**config.mk**
```make
export PLATFORM = sky130hd
export DESIGN_NAME = div_seq_ctrl_flat
export DESIGN_NICKNAME = d
export VERILOG_FILES = /design/src/rtl/div_seq_ctrl_pkg.sv /design/src/rtl/div_seq_ctrl_if.sv /design/src/rtl/div_seq_ctrl_core.sv /design/src/rtl/div_seq_ctrl.sv /design/src/flat_wrapper.sv
export SDC_FILE = /design/constraint.sdc
export NUM_CORES = 1
export LEC_CHECK = 0
export CELL_PAD_IN_SITES_DETAIL_PLACEMENT = 0
export CELL_PAD_IN_SITES_GLOBAL_PLACEMENT = 1
export CORE_MARGIN = 5
export CORE_UTILIZATION = 29
export CTS_BUF_LIST = sky130_fd_sc_hd__clkbuf_8 sky130_fd_sc_hd__clkbuf_16
export CTS_CLUSTER_DIAMETER = 100
export DETAILED_ROUTE_END_ITERATION = 10
export PLACE_DENSITY = 0.68
export SLEW_MARGIN = 15
export SYNTH_ARGS = -nofsm -noshare
export SYNTH_HDL_FRONTEND = slang
export SYNTH_SLANG_ARGS = --single-unit
```
**constraint.sdc**
```tcl
create_clock -name clk -period 2.35 [get_ports clk]
set_input_delay 0.235 -clock clk [delete_from_list [all_inputs] [get_ports clk]]
set_output_delay 0.235 -clock clk [all_outputs]
set_load 0.05 [all_outputs]
```
**src/rtl/div_seq_ctrl_pkg.sv**
```systemverilog
// div_ctrl_pkg: shared types and constants for the keypad division controller.
//   state_t      - controller FSM states
//   nibble_count - keys needed per operand for a given operand width
//   DIV_CYCLES   - quotient-bit iterations for the default operand width
package div_ctrl_pkg;

    typedef enum logic [2:0] {
        ENTRY_A,
        ENTRY_B,
        DIV,
        CONV,
        SHOW
    } state_t;

    localparam int unsigned DEF_W      = 8;
    localparam int unsigned DIV_CYCLES = DEF_W;

    function automatic int unsigned nibble_count(input int unsigned w);
        return w / 4;
    endfunction

endpackage

```
**src/rtl/div_seq_ctrl_if.sv**
```systemverilog
// div_seq_ctrl_if: keypad, BCD-converter handshake and result signals of the
// division controller.
//   master : keypad / bin2bcd side (drives keys, toggle, bcd_done)
//   slave  : controller side (drives bcd_start/bcd_bin, operands, results, status)
interface div_seq_ctrl_if #(
    parameter int unsigned W = 8
);

    logic         key_valid;
    logic [3:0]   key_hex;
    logic         sel_toggle;
    logic         bcd_done;
    logic         bcd_start;
    logic [W-1:0] bcd_bin;
    logic [W-1:0] a_val;
    logic [W-1:0] b_val;
    logic [W-1:0] quot;
    logic [W-1:0] rem;
    logic         div_err;
    logic         show_rem;
    logic         result_valid;
    logic         busy;
    logic         key_drop;

    modport master (
        output key_valid, key_hex, sel_toggle, bcd_done,
        input  bcd_start, bcd_bin, a_val, b_val, quot, rem,
               div_err, show_rem, result_valid, busy, key_drop
    );

    modport slave (
        input  key_valid, key_hex, sel_toggle, bcd_done,
        output bcd_start, bcd_bin, a_val, b_val, quot, rem,
               div_err, show_rem, result_valid, busy, key_drop
    );

endinterface

```
**src/rtl/div_seq_ctrl_core.sv**
```systemverilog
// div_restoring_core: iterative unsigned restoring divider, one quotient bit
// per clock.
//   clk, rst  : clock, asynchronous active-low reset
//   start     : load operands; iterations run on the following W cycles
//   dividend  : W-bit dividend, sampled on start
//   divisor   : W-bit divisor, sampled on start
//   busy      : iterating (or resolving a zero divisor)
//   done      : high during the final iteration; quot/rem valid that cycle
//   quot, rem : final results, valid only while done is high
//   div0      : divisor sampled as zero (quot=0, rem=dividend)
module div_restoring_core #(
    parameter int unsigned W = 8
) (
    input  logic         clk,
    input  logic         rst,
    input  logic         start,
    input  logic [W-1:0] dividend,
    input  logic [W-1:0] divisor,
    output logic         busy,
    output logic         done,
    output logic [W-1:0] quot,
    output logic [W-1:0] rem,
    output logic         div0
);

    localparam int unsigned CW = (W > 1) ? $clog2(W) : 1;

    logic          busy_q, busy_d;
    logic          zero_q, zero_d;
    logic [CW-1:0] cnt_q, cnt_d;
    logic [W-1:0]  acc_q, acc_d;
    logic [W-1:0]  sh_q, sh_d;
    logic [W-1:0]  dvs_q, dvs_d;

    logic [W:0]    trial;
    logic          qbit;
    logic [W-1:0]  acc_step;
    logic [W-1:0]  sh_step;
    logic          last;

    // The shift register starts as the dividend and fills with quotient bits
    // from the LSB, so after W steps it holds the quotient.
    always_comb begin
        trial    = {acc_q, sh_q[W-1]};
        qbit     = (trial >= {1'b0, dvs_q});
        // The true difference is below the divisor, so W bits are enough.
        acc_step = qbit ? (trial[W-1:0] - dvs_q) : trial[W-1:0];
        sh_step  = {sh_q[W-2:0], qbit};
        last     = busy_q && (zero_q || (cnt_q == CW'(W - 1)));
    end

    always_comb begin
        busy_d = busy_q;
        zero_d = zero_q;
        cnt_d  = cnt_q;
        acc_d  = acc_q;
        sh_d   = sh_q;
        dvs_d  = dvs_q;
        if (start) begin
            busy_d = 1'b1;
            zero_d = (divisor == '0);
            cnt_d  = '0;
            acc_d  = '0;
            sh_d   = dividend;
            dvs_d  = divisor;
        end else if (busy_q) begin
            acc_d = acc_step;
            sh_d  = sh_step;
            cnt_d = cnt_q + CW'(1);
            if (last) begin
                busy_d = 1'b0;
            end
        end
    end

    always_ff @(posedge clk or negedge rst) begin
        if (!rst) begin
            busy_q <= 1'b0;
            zero_q <= 1'b0;
            cnt_q  <= '0;
            acc_q  <= '0;
            sh_q   <= '0;
            dvs_q  <= '0;
        end else begin
            busy_q <= busy_d;
            zero_q <= zero_d;
            cnt_q  <= cnt_d;
            acc_q  <= acc_d;
            sh_q   <= sh_d;
            dvs_q  <= dvs_d;
        end
    end

    assign busy = busy_q;
    assign done = last;
    assign div0 = zero_q;
    // With a zero divisor the shift register still holds the untouched dividend.
    assign quot = zero_q ? '0   : sh_step;
    assign rem  = zero_q ? sh_q : acc_step;

endmodule

```
**src/rtl/div_seq_ctrl.sv**
```systemverilog
// div_seq_ctrl: sequences one keypad division transaction.
//   clk, rst : clock, asynchronous active-low reset
//   bus      : div_seq_ctrl_if slave modport
//     key_valid/key_hex : key nibbles, MSB first; A then B, W/4 keys each
//     sel_toggle        : in SHOW, swap quotient/remainder view and reconvert
//     bcd_start/bcd_bin : one-cycle start pulse and value for bin2bcd
//     bcd_done          : bin2bcd completion pulse
//     a_val, b_val      : assembled operands
//     quot, rem, div_err: division results, divide-by-zero flag
//     show_rem          : 1 = remainder shown, 0 = quotient
//     result_valid      : BCD result stable (SHOW)
//     busy              : dividing or converting
//     key_drop          : key ignored this cycle
module div_seq_ctrl
    import div_ctrl_pkg::*;
#(
    parameter int unsigned W = 8
) (
    input  logic               clk,
    input  logic               rst,
    div_seq_ctrl_if.slave      bus
);

    localparam int unsigned NK  = nibble_count(W);
    localparam int unsigned NKW = $clog2(NK + 1);

    state_t         state_q, state_d;
    logic [NKW-1:0] cnt_q, cnt_d;
    logic [W-1:0]   a_q, a_d;
    logic [W-1:0]   b_q, b_d;
    logic [W-1:0]   quot_q, quot_d;
    logic [W-1:0]   rem_q, rem_d;
    logic           err_q, err_d;
    logic           show_rem_q, show_rem_d;
    logic           bcd_start_q, bcd_start_d;
    logic [W-1:0]   bcd_bin_q, bcd_bin_d;
    logic           key_drop;

    logic           core_start;
    logic           core_busy;
    logic           core_done;
    logic [W-1:0]   core_quot;
    logic [W-1:0]   core_rem;
    logic           core_div0;

    function automatic logic [W-1:0] push_nib(input logic [W-1:0] v, input logic [3:0] k);
        logic [W-1:0] r;
        r      = v << 4;
        r[3:0] = k;
        return r;
    endfunction

    // Divisor comes from b_d so the core is started on the cycle the last
    // B nibble is accepted.
    div_restoring_core #(.W(W)) u_core (
        .clk      (clk),
        .rst      (rst),
        .start    (core_start),
        .dividend (a_q),
        .divisor  (b_d),
        .busy     (core_busy),
        .done     (core_done),
        .quot     (core_quot),
        .rem      (core_rem),
        .div0     (core_div0)
    );

    always_comb begin
        state_d     = state_q;
        cnt_d       = cnt_q;
        a_d         = a_q;
        b_d         = b_q;
        quot_d      = quot_q;
        rem_d       = rem_q;
        err_d       = err_q;
        show_rem_d  = show_rem_q;
        bcd_start_d = 1'b0;
        bcd_bin_d   = bcd_bin_q;
        core_start  = 1'b0;
        key_drop    = 1'b0;

        case (state_q)
            ENTRY_A: begin
                if (bus.key_valid) begin
                    a_d = push_nib(a_q, bus.key_hex);
                    if (cnt_q == NKW'(NK - 1)) begin
                        cnt_d   = '0;
                        state_d = ENTRY_B;
                    end else begin
                        cnt_d = cnt_q + NKW'(1);
                    end
                end
            end

            ENTRY_B: begin
                if (bus.key_valid) begin
                    b_d = push_nib(b_q, bus.key_hex);
                    if (cnt_q == NKW'(NK - 1)) begin
                        cnt_d      = '0;
                        err_d      = 1'b0;
                        core_start = 1'b1;
                        state_d    = DIV;
                    end else begin
                        cnt_d = cnt_q + NKW'(1);
                    end
                end
            end

            DIV: begin
                key_drop = bus.key_valid;
                if (core_done) begin
                    quot_d      = core_quot;
                    rem_d       = core_rem;
                    err_d       = core_div0;
                    bcd_bin_d   = show_rem_q ? core_rem : core_quot;
                    bcd_start_d = 1'b1;
                    state_d     = CONV;
                end else if (!core_busy) begin
                    state_d = ENTRY_A;
                end
            end

            CONV: begin
                key_drop = bus.key_valid;
                // A done coincident with our own start pulse is stale.
                if (bus.bcd_done && !bcd_start_q) begin
                    state_d = SHOW;
                end
            end

            SHOW: begin
                if (bus.key_valid) begin
                    a_d        = push_nib('0, bus.key_hex);
                    b_d        = '0;
                    quot_d     = '0;
                    rem_d      = '0;
                    err_d      = 1'b0;
                    show_rem_d = 1'b0;
                    if (NK == 1) begin
                        cnt_d   = '0;
                        state_d = ENTRY_B;
                    end else begin
                        cnt_d   = NKW'(1);
                        state_d = ENTRY_A;
                    end
                end else if (bus.sel_toggle) begin
                    show_rem_d  = ~show_rem_q;
                    bcd_bin_d   = show_rem_q ? quot_q : rem_q;
                    bcd_start_d = 1'b1;
                    state_d     = CONV;
                end
            end

            default: begin
                state_d = ENTRY_A;
            end
        endcase
    end

    always_ff @(posedge clk or negedge rst) begin
        if (!rst) begin
            state_q     <= ENTRY_A;
            cnt_q       <= '0;
            a_q         <= '0;
            b_q         <= '0;
            quot_q      <= '0;
            rem_q       <= '0;
            err_q       <= 1'b0;
            show_rem_q  <= 1'b0;
            bcd_start_q <= 1'b0;
            bcd_bin_q   <= '0;
        end else begin
            state_q     <= state_d;
            cnt_q       <= cnt_d;
            a_q         <= a_d;
            b_q         <= b_d;
            quot_q      <= quot_d;
            rem_q       <= rem_d;
            err_q       <= err_d;
            show_rem_q  <= show_rem_d;
            bcd_start_q <= bcd_start_d;
            bcd_bin_q   <= bcd_bin_d;
        end
    end

    assign bus.bcd_start    = bcd_start_q;
    assign bus.bcd_bin      = bcd_bin_q;
    assign bus.a_val        = a_q;
    assign bus.b_val        = b_q;
    assign bus.quot         = quot_q;
    assign bus.rem          = rem_q;
    assign bus.div_err      = err_q;
    assign bus.show_rem     = show_rem_q;
    assign bus.result_valid = (state_q == SHOW);
    assign bus.busy         = (state_q == DIV) || (state_q == CONV);
    assign bus.key_drop     = key_drop;

endmodule

```
**src/flat_wrapper.sv**
```systemverilog
// flat-port wrapper written by rule: the top's interface ports become plain ports
module div_seq_ctrl_flat import div_ctrl_pkg::*;
#(
    parameter int unsigned W = 8
)
  (clk, rst, bus_key_valid, bus_key_hex, bus_sel_toggle, bus_bcd_done, bus_bcd_start, bus_bcd_bin, bus_a_val, bus_b_val, bus_quot, bus_rem, bus_div_err, bus_show_rem, bus_result_valid, bus_busy, bus_key_drop);
  div_seq_ctrl_if #(.W(W)) bus_i ();
  input  logic clk;
  input  logic rst;
  input wire logic [$bits(bus_i.key_valid)-1:0] bus_key_valid;
  input wire logic [$bits(bus_i.key_hex)-1:0] bus_key_hex;
  input wire logic [$bits(bus_i.sel_toggle)-1:0] bus_sel_toggle;
  input wire logic [$bits(bus_i.bcd_done)-1:0] bus_bcd_done;
  output wire logic [$bits(bus_i.bcd_start)-1:0] bus_bcd_start;
  output wire logic [$bits(bus_i.bcd_bin)-1:0] bus_bcd_bin;
  output wire logic [$bits(bus_i.a_val)-1:0] bus_a_val;
  output wire logic [$bits(bus_i.b_val)-1:0] bus_b_val;
  output wire logic [$bits(bus_i.quot)-1:0] bus_quot;
  output wire logic [$bits(bus_i.rem)-1:0] bus_rem;
  output wire logic [$bits(bus_i.div_err)-1:0] bus_div_err;
  output wire logic [$bits(bus_i.show_rem)-1:0] bus_show_rem;
  output wire logic [$bits(bus_i.result_valid)-1:0] bus_result_valid;
  output wire logic [$bits(bus_i.busy)-1:0] bus_busy;
  output wire logic [$bits(bus_i.key_drop)-1:0] bus_key_drop;
  assign bus_i.key_valid = bus_key_valid;
  assign bus_i.key_hex = bus_key_hex;
  assign bus_i.sel_toggle = bus_sel_toggle;
  assign bus_i.bcd_done = bus_bcd_done;
  assign bus_bcd_start = bus_i.bcd_start;
  assign bus_bcd_bin = bus_i.bcd_bin;
  assign bus_a_val = bus_i.a_val;
  assign bus_b_val = bus_i.b_val;
  assign bus_quot = bus_i.quot;
  assign bus_rem = bus_i.rem;
  assign bus_div_err = bus_i.div_err;
  assign bus_show_rem = bus_i.show_rem;
  assign bus_result_valid = bus_i.result_valid;
  assign bus_busy = bus_i.busy;
  assign bus_key_drop = bus_i.key_drop;
  div_seq_ctrl #(.W(W)) u_core (.clk(clk), .rst(rst), .bus(bus_i));
endmodule
```
==> flow_summary.ini, run 1 <==
[yosys]
synthArstFlopShare = 1.00
ys_warn_count = 0
synth.net_count = 469
mappedNetlistArea_sq_mm = 0.00420
yosysTopAreaCellShare = 0.459
synth_flop_cell = dfrtp_1
synth-edff-count = 0
synth-seq-cells = 77
yosysTopAreaCell = dfrtp_1
avgSynthCellArea_sq_um = 9.35
ys_seq_area_frac = 0.459
synth_area_leaders = dfrtp_1 (46%), nand2_1 (6.3%), o21ai_0 (4.4%), mux2i_1 (4.3%), a21oi_1 (3.5%)
synth_cell_types = 67
synthCells = 449

[placed_design]
io_buffers = 54
dp.final_hpwl_um = 8620
dpl_worst_slack_ns = 0.0409
gp_congestion = 0.888
placed_area_sq_mm = 0.00507

[critical_path]
cpMaxStageDelayCell = dfrtp_1
crit_buf_inv = 0
critPathMaxFanout = 9
crit_type = reg2reg
reg2reg_from = u_core.u_core.acc_q[3]$_DFFE_PN0P_
critPathRequiredTime_ns = 2.57
critPathArrivalTime_ns = 2.43
cpPeakStageDelay_ns = 0.42
start_kind = register
worstReg2RegEnd = u_core.bus.rem[1]$_DFFE_PN0P_
crit_chain = ha_1, a21oi_1, o221ai_4, a21oi_4, mux2i_1, o21ai_0, a22o_1
rr_worst_depth = 7
reg2reg_slack_ns = 0.13
worst_setup_path_end_kind = register
crit_family = compound AO/OA/AOI/OAI gates

[clock_tree]
clk_latency_ns = 0.33
cts_root_buffer = clkbuf_16
cts_tree = built
path_clk_slew_ns = 0.06
clock_path_buffers = 2
cts_sinks = 77
numCtsBuffers = 9
htree_levels = 3
postCtsSetupRepairBufs = 0

[grt]
overflow = 0
busiest_layer = met2
met1_usage = 0.213
grt_pass1_wl_um = 19600
gr-usage-met3 = 0.0352
grt_max_degree = 78
first_global_vias = 3645
grt_use_met2 = 0.217
antenna_found_initial = 0
grt_util_all_layers = 0.145

[detailed_routing]
detail-route-antenna-nets = 0
wl_per_cell_um = 16.9
drt_iter0_drc = 297
viasPerCell = 5.15
vias = 3633
drt-total-wl_um = 11900
drc = 0
firstDrtPassIters = 5

[timing]
fmax_mhz = 451
slew_headroom = 0.649
fin_setup_tns_ns = 0
tightest_slew_ns = 0.525
finalWorstSetupSlack_ns = 0.131
setup_violations = 0
hold_viol = 0
drv_slew = 0
finalCriticalPeriod_ns = 2.22
clock_skew_ns = 0.00518
period_share = 0.944

[layout]
finalNetCount = 537
syn_to_final_growth_pct = 29.7
nFillCells = 1422
final_area_sq_mm = 0.00545
antenna_cells = 0
drive_gt1_frac = 0.142

[die]
ios = 55
start_util = 0.292
fp.dieH_um = 130
die_width_um = 130
dieArea_sq_mm = 0.0170
coreArea_sq_mm = 0.0144
num_rows = 44

[outcome]
outcome = finished, final reports clean

[worst_hold_path]
hold_class = in2async

[job]
cap_violations = 0
## state kept, by name (all words and copies together), names as in the netlist
| signal | flops |
|---|---|
| u_core.bus.b_val | 8 |
| u_core.bus.quot | 8 |
| u_core.state_q | 3 |
| u_core.bus.div_err | 1 |
| u_core.u_core.cnt_q | 3 |
| u_core.bus.rem | 8 |
| u_core.u_core.div0 | 1 |
| u_core.cnt_q | 2 |
| u_core.u_core.dvs_q | 8 |
| u_core.bus.show_rem | 1 |
| u_core.u_core.acc_q | 8 |
| u_core.bus.bcd_start | 1 |
| u_core.u_core.busy | 1 |
| u_core.bus.a_val | 8 |
| u_core.bus.bcd_bin | 8 |
| u_core.u_core.sh_q | 8 |
## area by class of cell
type	instances	area [sq um]	area share
multi-input cells	325	2120	0.390
flip-flops and latches	77	1930	0.354
repair buffers	80	768	0.141
clock buffers	11	253	0.0464
well taps	184	230	0.0423
inverters	24	90.1	0.0165
clock inverters	5	57.6	0.0106
## kinds of logic after synthesis
family,synth area share
AND/OR/NAND/NOR,0.168
AO/OA/AOI/OAI,0.225
flip-flops,0.459
buffers and inverters,0.0488
multiplexers,0.0563
adder cells (fa/ha/maj),0.0346
XOR/XNOR,0.00834
## layout by cell type (no fill, tap or decap), drive strengths merged, types with 2 or more instances in the layout
master	count
a32oi	2
a22o	9
nor2	36
o2bb2ai	3
o211ai	5
a21oi	33
and2	3
and3	2
nor3b	3
dfrtp	77
o21a	2
a22oi	9
mux2i	18
o21ai	39
clkinv	4
o221ai	3
nor2b	4
a21o	6
nor3	3
a221oi	3
inv	24
o31ai	2
nand2b	3
a31oi	8
nand3b	6
a211oi	4
nand3	12
nand2	71
clkdlybuf4s50	51
xor2	2
buf	28
clkbuf	11
xnor2	2
mux2	3
ha	10
## timing repair
| item | 4_1_cts | 5_1_grt |
|---|---|---|
| setup endpoints to repair | 0 | 11 |
| hold buffers | 1 | 0 |
| resized for setup | 0 | 11 |
| endpoints found under the hold margin | 77 | 0 |
## synthesized netlist by cell type, drive strengths merged (2+ instances only)
cell     count
dfrtp       77
nand2       71
o21ai       39
nor2        36
a21oi       33
inv         23
mux2i       18
buf         15
nand3       12
ha          10
a22o         9
a22oi        9
a31oi        8
clkbuf       8
a21o         6
nand3b       6
o211ai       5
a211oi       4
nor2b        4
a221oi       3
and2         3
mux2         3
nand2b       3
nor3         3
nor3b        3
o221ai       3
o2bb2ai      3
a32oi        2
and3         2
o21a         2
o31ai        2
xnor2        2
xor2         2
## worst min-delay path: stages
cell and delay (ns):
dlygate4sd3_1 0.52, buf_4 0.11, buf_12 0.35
## stage by stage
step                      utilization  std cells  hold WS (ns)
after floorplan                     -        449       -0.0606
after global placement          0.353        689         0.297
after detailed placement        0.353        689         0.297
after CTS                       0.375        706         0.459
after global routing            0.379        706         0.497
final                           0.379        706         0.467
## how the worst max path moves through the flow
stage / startpoint / end / cells past startpoint
final: u_core.u_core.acc_q[3]$_DFFE_PN0P_ / u_core.bus.rem[1]$_DFFE_PN0P_ / 7
after global routing: u_core.u_core.acc_q[5]$_DFFE_PN0P_ / u_core.bus.bcd_bin[2]$_DFFE_PN0P_ / 7
after CTS: u_core.u_core.acc_q[5]$_DFFE_PN0P_ / u_core.bus.bcd_bin[2]$_DFFE_PN0P_ / 7
after detailed placement: u_core.u_core.acc_q[5]$_DFFE_PN0P_ / u_core.bus.bcd_bin[2]$_DFFE_PN0P_ / 7
after global placement: bus_key_valid / u_core.bus.bcd_bin[7]$_DFFE_PN0P_ / 7
after floorplan: u_core.u_core.sh_q[7]$_DFFE_PN0P_ / u_core.bus.bcd_bin[6]$_DFFE_PN0P_ / 10
## layer usage
layer / routed length, um / vias to the layer above
li1: - / 1740
met1: 5860 / 1770
met2: 5360 / 109
met3: 603 / 14
met4: 119 / 0
met5: 0 / -
Power of run 1 is not shown: default switching activity piles up to over one toggle a cycle in this logic, so the estimate is an artifact.
==> inputs of run 2 (changes only) <==
Settings changed: CTS_BUF_LIST sky130_fd_sc_hd__clkbuf_8 sky130_fd_sc_hd__clkbuf_16 to sky130_fd_sc_hd__clkbuf_16, SLEW_MARGIN 15 to not set.
==> run 2 against run 1 <==
Final cell count unchanged. Highest routed layer unchanged. Critical path depth did not move. Clock skew increased by 0.00060 ns. Via count increased by 0.25%. Flip-flop and latch count stayed put.
==> flow_summary.ini, run 2 (same netlist as run 1, synthesis figures left out) <==
[outcome]
outcome = finished, final reports clean

[timing]
finalCriticalPeriod_ns = 2.22
slew_headroom = 0.648
hold_viol = 0
period_share = 0.944
clock_skew_ns = 0.00579
setup_violations = 0
tightest_slew_ns = 0.527
fmax_mhz = 451
drv_slew = 0

[layout]
drive_gt1_frac = 0.138
finalNetCount = 537
nFillCells = 1422
antenna_cells = 0
final_common_cell = dfrtp_1
layout_common_cells = dfrtp_1 (77), nand2_1 (70), clkdlybuf4s50_1 (51)
syn_to_final_growth_pct = 29.3
fin_cells = 706

[detailed_routing]
drc = 0
vias = 3642
wl_per_cell_um = 17.0
drt-total-wl_um = 12000
drt_iter0_drc = 240
detail-route-antenna-nets = 0
firstDrtPassIters = 4
viasPerCell = 5.16

[critical_path]
rr_worst_depth = 7
crit_type = reg2reg
worst_setup_path_end_kind = register
cpPeakStageDelay_ns = 0.40
cpMaxStageDelayCell = dfrtp_1
start_kind = register
crit_chain = ha_2, nand3_1, nor2_2, a21o_4, mux2_2, mux2i_2, a31oi_1
critPathArrivalTime_ns = 2.41
worstReg2RegEnd = u_core.bus.bcd_bin[2]$_DFFE_PN0P_
crit_family = multiplexers
critPathRequiredTime_ns = 2.54
critPathMaxFanout = 6
crit_buf_inv = 0
reg2reg_slack_ns = 0.13
reg2reg_from = u_core.u_core.acc_q[5]$_DFFE_PN0P_

[grt]
grt_util_all_layers = 0.146
grt_max_degree = 78
antenna_found_initial = 0
overflow = 0
grt_pass1_wl_um = 19700
first_global_vias = 3653

[placed_design]
placedCellCount = 689
dp.final_hpwl_um = 8620
gp_congestion = 0.888
io_buffers = 54

[clock_tree]
postCtsSetupRepairBufs = 0
cts_sinks = 77
path_clk_slew_ns = 0.06
cts_root_buffer = clkbuf_16
clk_latency_ns = 0.33
clock_path_buffers = 2
cts_tree = built
htree_levels = 3
numCtsBuffers = 9

[die]
ios = 55
coreArea_sq_mm = 0.0144
num_rows = 44
dieArea_sq_mm = 0.0170
die_width_um = 130
fp.dieH_um = 130
start_util = 0.292

[worst_hold_path]
hold_class = in2async

[job]
cap_violations = 0
==> run 2: metal layers <==
metal | global-route usage | part of all wire
met1 | 0.213 | 0.49
met2 | 0.218 | 0.45
met3 | 0.0352 | 0.054
met4 | 0.0363 | 0.011
met5 | 0 | 0
==> run 2: how the worst max path moves through the flow <==
stage / start / to / slack, ns / cells after the start
floorplan: u_core.u_core.sh_q[7]$_DFFE_PN0P_ / u_core.bus.bcd_bin[6]$_DFFE_PN0P_ / 0.26 / 10
global placement: bus_key_valid / u_core.bus.bcd_bin[7]$_DFFE_PN0P_ / 0.11 / 7
detailed placement: u_core.u_core.acc_q[5]$_DFFE_PN0P_ / u_core.bus.bcd_bin[2]$_DFFE_PN0P_ / 0.04 / 7
CTS: u_core.u_core.acc_q[5]$_DFFE_PN0P_ / u_core.bus.bcd_bin[2]$_DFFE_PN0P_ / 0.02 / 7
global route: u_core.u_core.acc_q[5]$_DFFE_PN0P_ / u_core.bus.bcd_bin[2]$_DFFE_PN0P_ / -0.0005 / 7
finish: u_core.u_core.acc_q[5]$_DFFE_PN0P_ / u_core.bus.bcd_bin[2]$_DFFE_PN0P_ / 0.13 / 7
==> run 2: area by class of cell <==
class	instances	area, sq um	share of cell area
Sequential cell	77	1930	0.355
Timing Repair Buffer	80	768	0.142
Clock inverter	7	65.1	0.0120
Clock buffer	9	225	0.0415
Tap cell	184	230	0.0424
Multi-Input combinational cell	325	2120	0.391
Inverter	24	90.1	0.0166
==> run 2: what timing repair did <==
item                       CTS  global route
hold endpoints to repair    77             0
setup endpoints to repair    0            11
gates resized for setup      0            11
hold buffers                 1             0
==> run 2: metrics by stage <==
stage	setup slack [ns]	hold slack, ns	TNS [ns]	area (sq um)	util
after floorplan	0.261	-0.0606	0	4200	-
after global placement	0.112	0.297	0	5070	0.353
after detailed placement	0.0409	0.297	0	5070	0.353
after CTS	0.0248	0.458	0	5370	0.374
after global routing	-0.000487	0.498	-0.000487	5430	0.378
final	0.132	0.465	0	5430	0.378
==> run 2: worst min-delay path: stages <==
cell and delay [ns]:
dlygate4sd3_1 0.52, buf_4 0.11, buf_12 0.34
Power of run 2 is left out for the same reason.
==> inputs of run 3 (changes only) <==
Settings changed: SETUP_SLACK_MARGIN set to 0.1, SKIP_CTS_REPAIR_TIMING set to 1.
==> run 3 against run 2 <==
Critical path depth rose by 2. Final cell count is 0.71% higher. Hold slack improved by 0.0026 ns. Register-to-register slack hardly changed. Non-clock buffer count increased by 5. Global-route usage about the same. Clock skew is essentially flat. Final area up 1.5%. Routed wire length increased by 1.2%. Highest routed layer unchanged. Critical endpoint is now u_core.bus.bcd_bin[6]$_DFFE_PN0P_. Via count is 1.3% higher. Fmax decreased by 0.35%. Flip-flop and latch count stayed put.
==> flow_summary.ini, run 3 (same netlist as run 1, synthesis figures left out) <==
[timing]
slew_headroom = 0.649
drv_slew = 0
period_share = 0.947
finalCriticalPeriod_ns = 2.23
fin_setup_tns_ns = 0
fmax_mhz = 449
hold_viol = 0
finalWorstSetupSlack_ns = 0.124
clock_skew_ns = 0.00600
tightest_slew_ns = 0.524
setup_violations = 0
rsz0062_at_grt = yes

[critical_path]
start_kind = register
crit_chain = ha_1, nand3_1, o221ai_4, buf_4, a21oi_4, buf_4, a31oi_4, o32ai_2, a21oi_1
crit_type = reg2reg
rr_worst_depth = 9
critPathMaxFanout = 6
worst_setup_path_end_kind = register
cpPeakStageDelay_ns = 0.43
critPathRequiredTime_ns = 2.55
cpMaxStageDelayCell = dfrtp_1
reg2reg_slack_ns = 0.12
critPathArrivalTime_ns = 2.43
cp-startpoint = u_core.u_core.acc_q[6]$_DFFE_PN0P_
reg2reg_from = u_core.u_core.acc_q[6]$_DFFE_PN0P_
worstReg2RegEnd = u_core.bus.bcd_bin[6]$_DFFE_PN0P_
cpMostUsedCell = buf_4

[detailed_routing]
drt_iter0_drc = 288
wl_per_cell_um = 17.1
vias = 3689
detail-route-antenna-nets = 0
drc = 0
drt-total-wl_um = 12100
firstDrtPassIters = 4
viasPerCell = 5.19

[clock_tree]
numCtsBuffers = 9
cts_sinks = 77
clk_latency_ns = 0.33
path_clk_slew_ns = 0.06
clock_path_buffers = 2
cts_tree = built
cts_root_buffer = clkbuf_16
htree_levels = 3

[grt]
overflow = 0
grt_pass1_wl_um = 19700
first_global_vias = 3659
gr-usage-met3 = 0.0352
grt_util_all_layers = 0.146
grt_max_degree = 78
met1_usage = 0.213
busiest_layer = met2
grt_use_met2 = 0.218
antenna_found_initial = 0

[layout]
final_common_cell = dfrtp_1
finalNetCount = 542
fin_util = 0.383
syn_to_final_growth_pct = 31.2
layout_common_cells = dfrtp_1 (77), nand2_1 (70), clkdlybuf4s50_1 (51)
nFillCells = 1424
drive_gt1_frac = 0.161
antenna_cells = 0

[placed_design]
dpl_worst_slack_ns = 0.0409
gp_congestion = 0.888
io_buffers = 54
dp.final_hpwl_um = 8620

[die]
dieArea_sq_mm = 0.0170
coreArea_sq_mm = 0.0144
fp.dieH_um = 130
die_width_um = 130
num_rows = 44
start_util = 0.292
ios = 55

[outcome]
outcome = finished, final reports clean

[worst_hold_path]
hold_class = in2async

[job]
cap_violations = 0
[run 3: worst max-delay path by stage]
stage | depth (start not counted) | slack, ns | to
final | 9 | 0.12 | u_core.bus.bcd_bin[6]$_DFFE_PN0P_
after global routing | 10 | -0.007 | u_core.bus.bcd_bin[6]$_DFFE_PN0P_
after CTS | 7 | 0.02 | u_core.bus.bcd_bin[2]$_DFFE_PN0P_
after detailed placement | 7 | 0.04 | u_core.bus.bcd_bin[2]$_DFFE_PN0P_
after global placement | 7 | 0.11 | u_core.bus.bcd_bin[7]$_DFFE_PN0P_
after floorplan | 10 | 0.26 | u_core.bus.bcd_bin[6]$_DFFE_PN0P_
[run 3: layout make-up]
| cell class | count | area, sq um | area share |
|---|---|---|---|
| Multi-Input combinational cell | 325 | 2170 | 0.393 |
| Clock buffer | 9 | 225 | 0.0409 |
| Inverter | 24 | 90.1 | 0.0164 |
| Timing Repair Buffer | 85 | 806 | 0.146 |
| Tap cell | 184 | 230 | 0.0418 |
| Clock inverter | 7 | 65.1 | 0.0118 |
| Sequential cell | 77 | 1930 | 0.350 |
[run 3: layer usage]
| layer | vias up | share of wire |
|---|---|---|
| met5 | - | 0 |
| met3 | 14 | 0.057 |
| met1 | 1820 | 0.48 |
| li1 | 1750 | - |
| met4 | 0 | 0.011 |
| met2 | 105 | 0.45 |
[run 3: through the flow]
| stage | std cells | instance area, sq um | hold slack, ns |
|---|---|---|---|
| 4_1_cts | 705 | 5360 | -0.0637 |
| 2_1_floorplan | 449 | 4200 | -0.0606 |
| 6_report | 711 | 5510 | 0.468 |
| 5_1_grt | 711 | 5510 | 0.498 |
| 3_5_place_dp | 689 | 5070 | 0.297 |
| 3_3_place_gp | 689 | 5070 | 0.297 |
[run 3: critical path: cells and delay by family, from the launching register on]
family | cells | cell delay [ns]
AOI/OAI and AO/OA | 5 | 0.75
DFF | 1 | 0.43
buffers and inverters | 2 | 0.36
adders and majority gates | 1 | 0.35
and+or+nand+nor | 1 | 0.20
Power of run 3 is left out for the same reason.
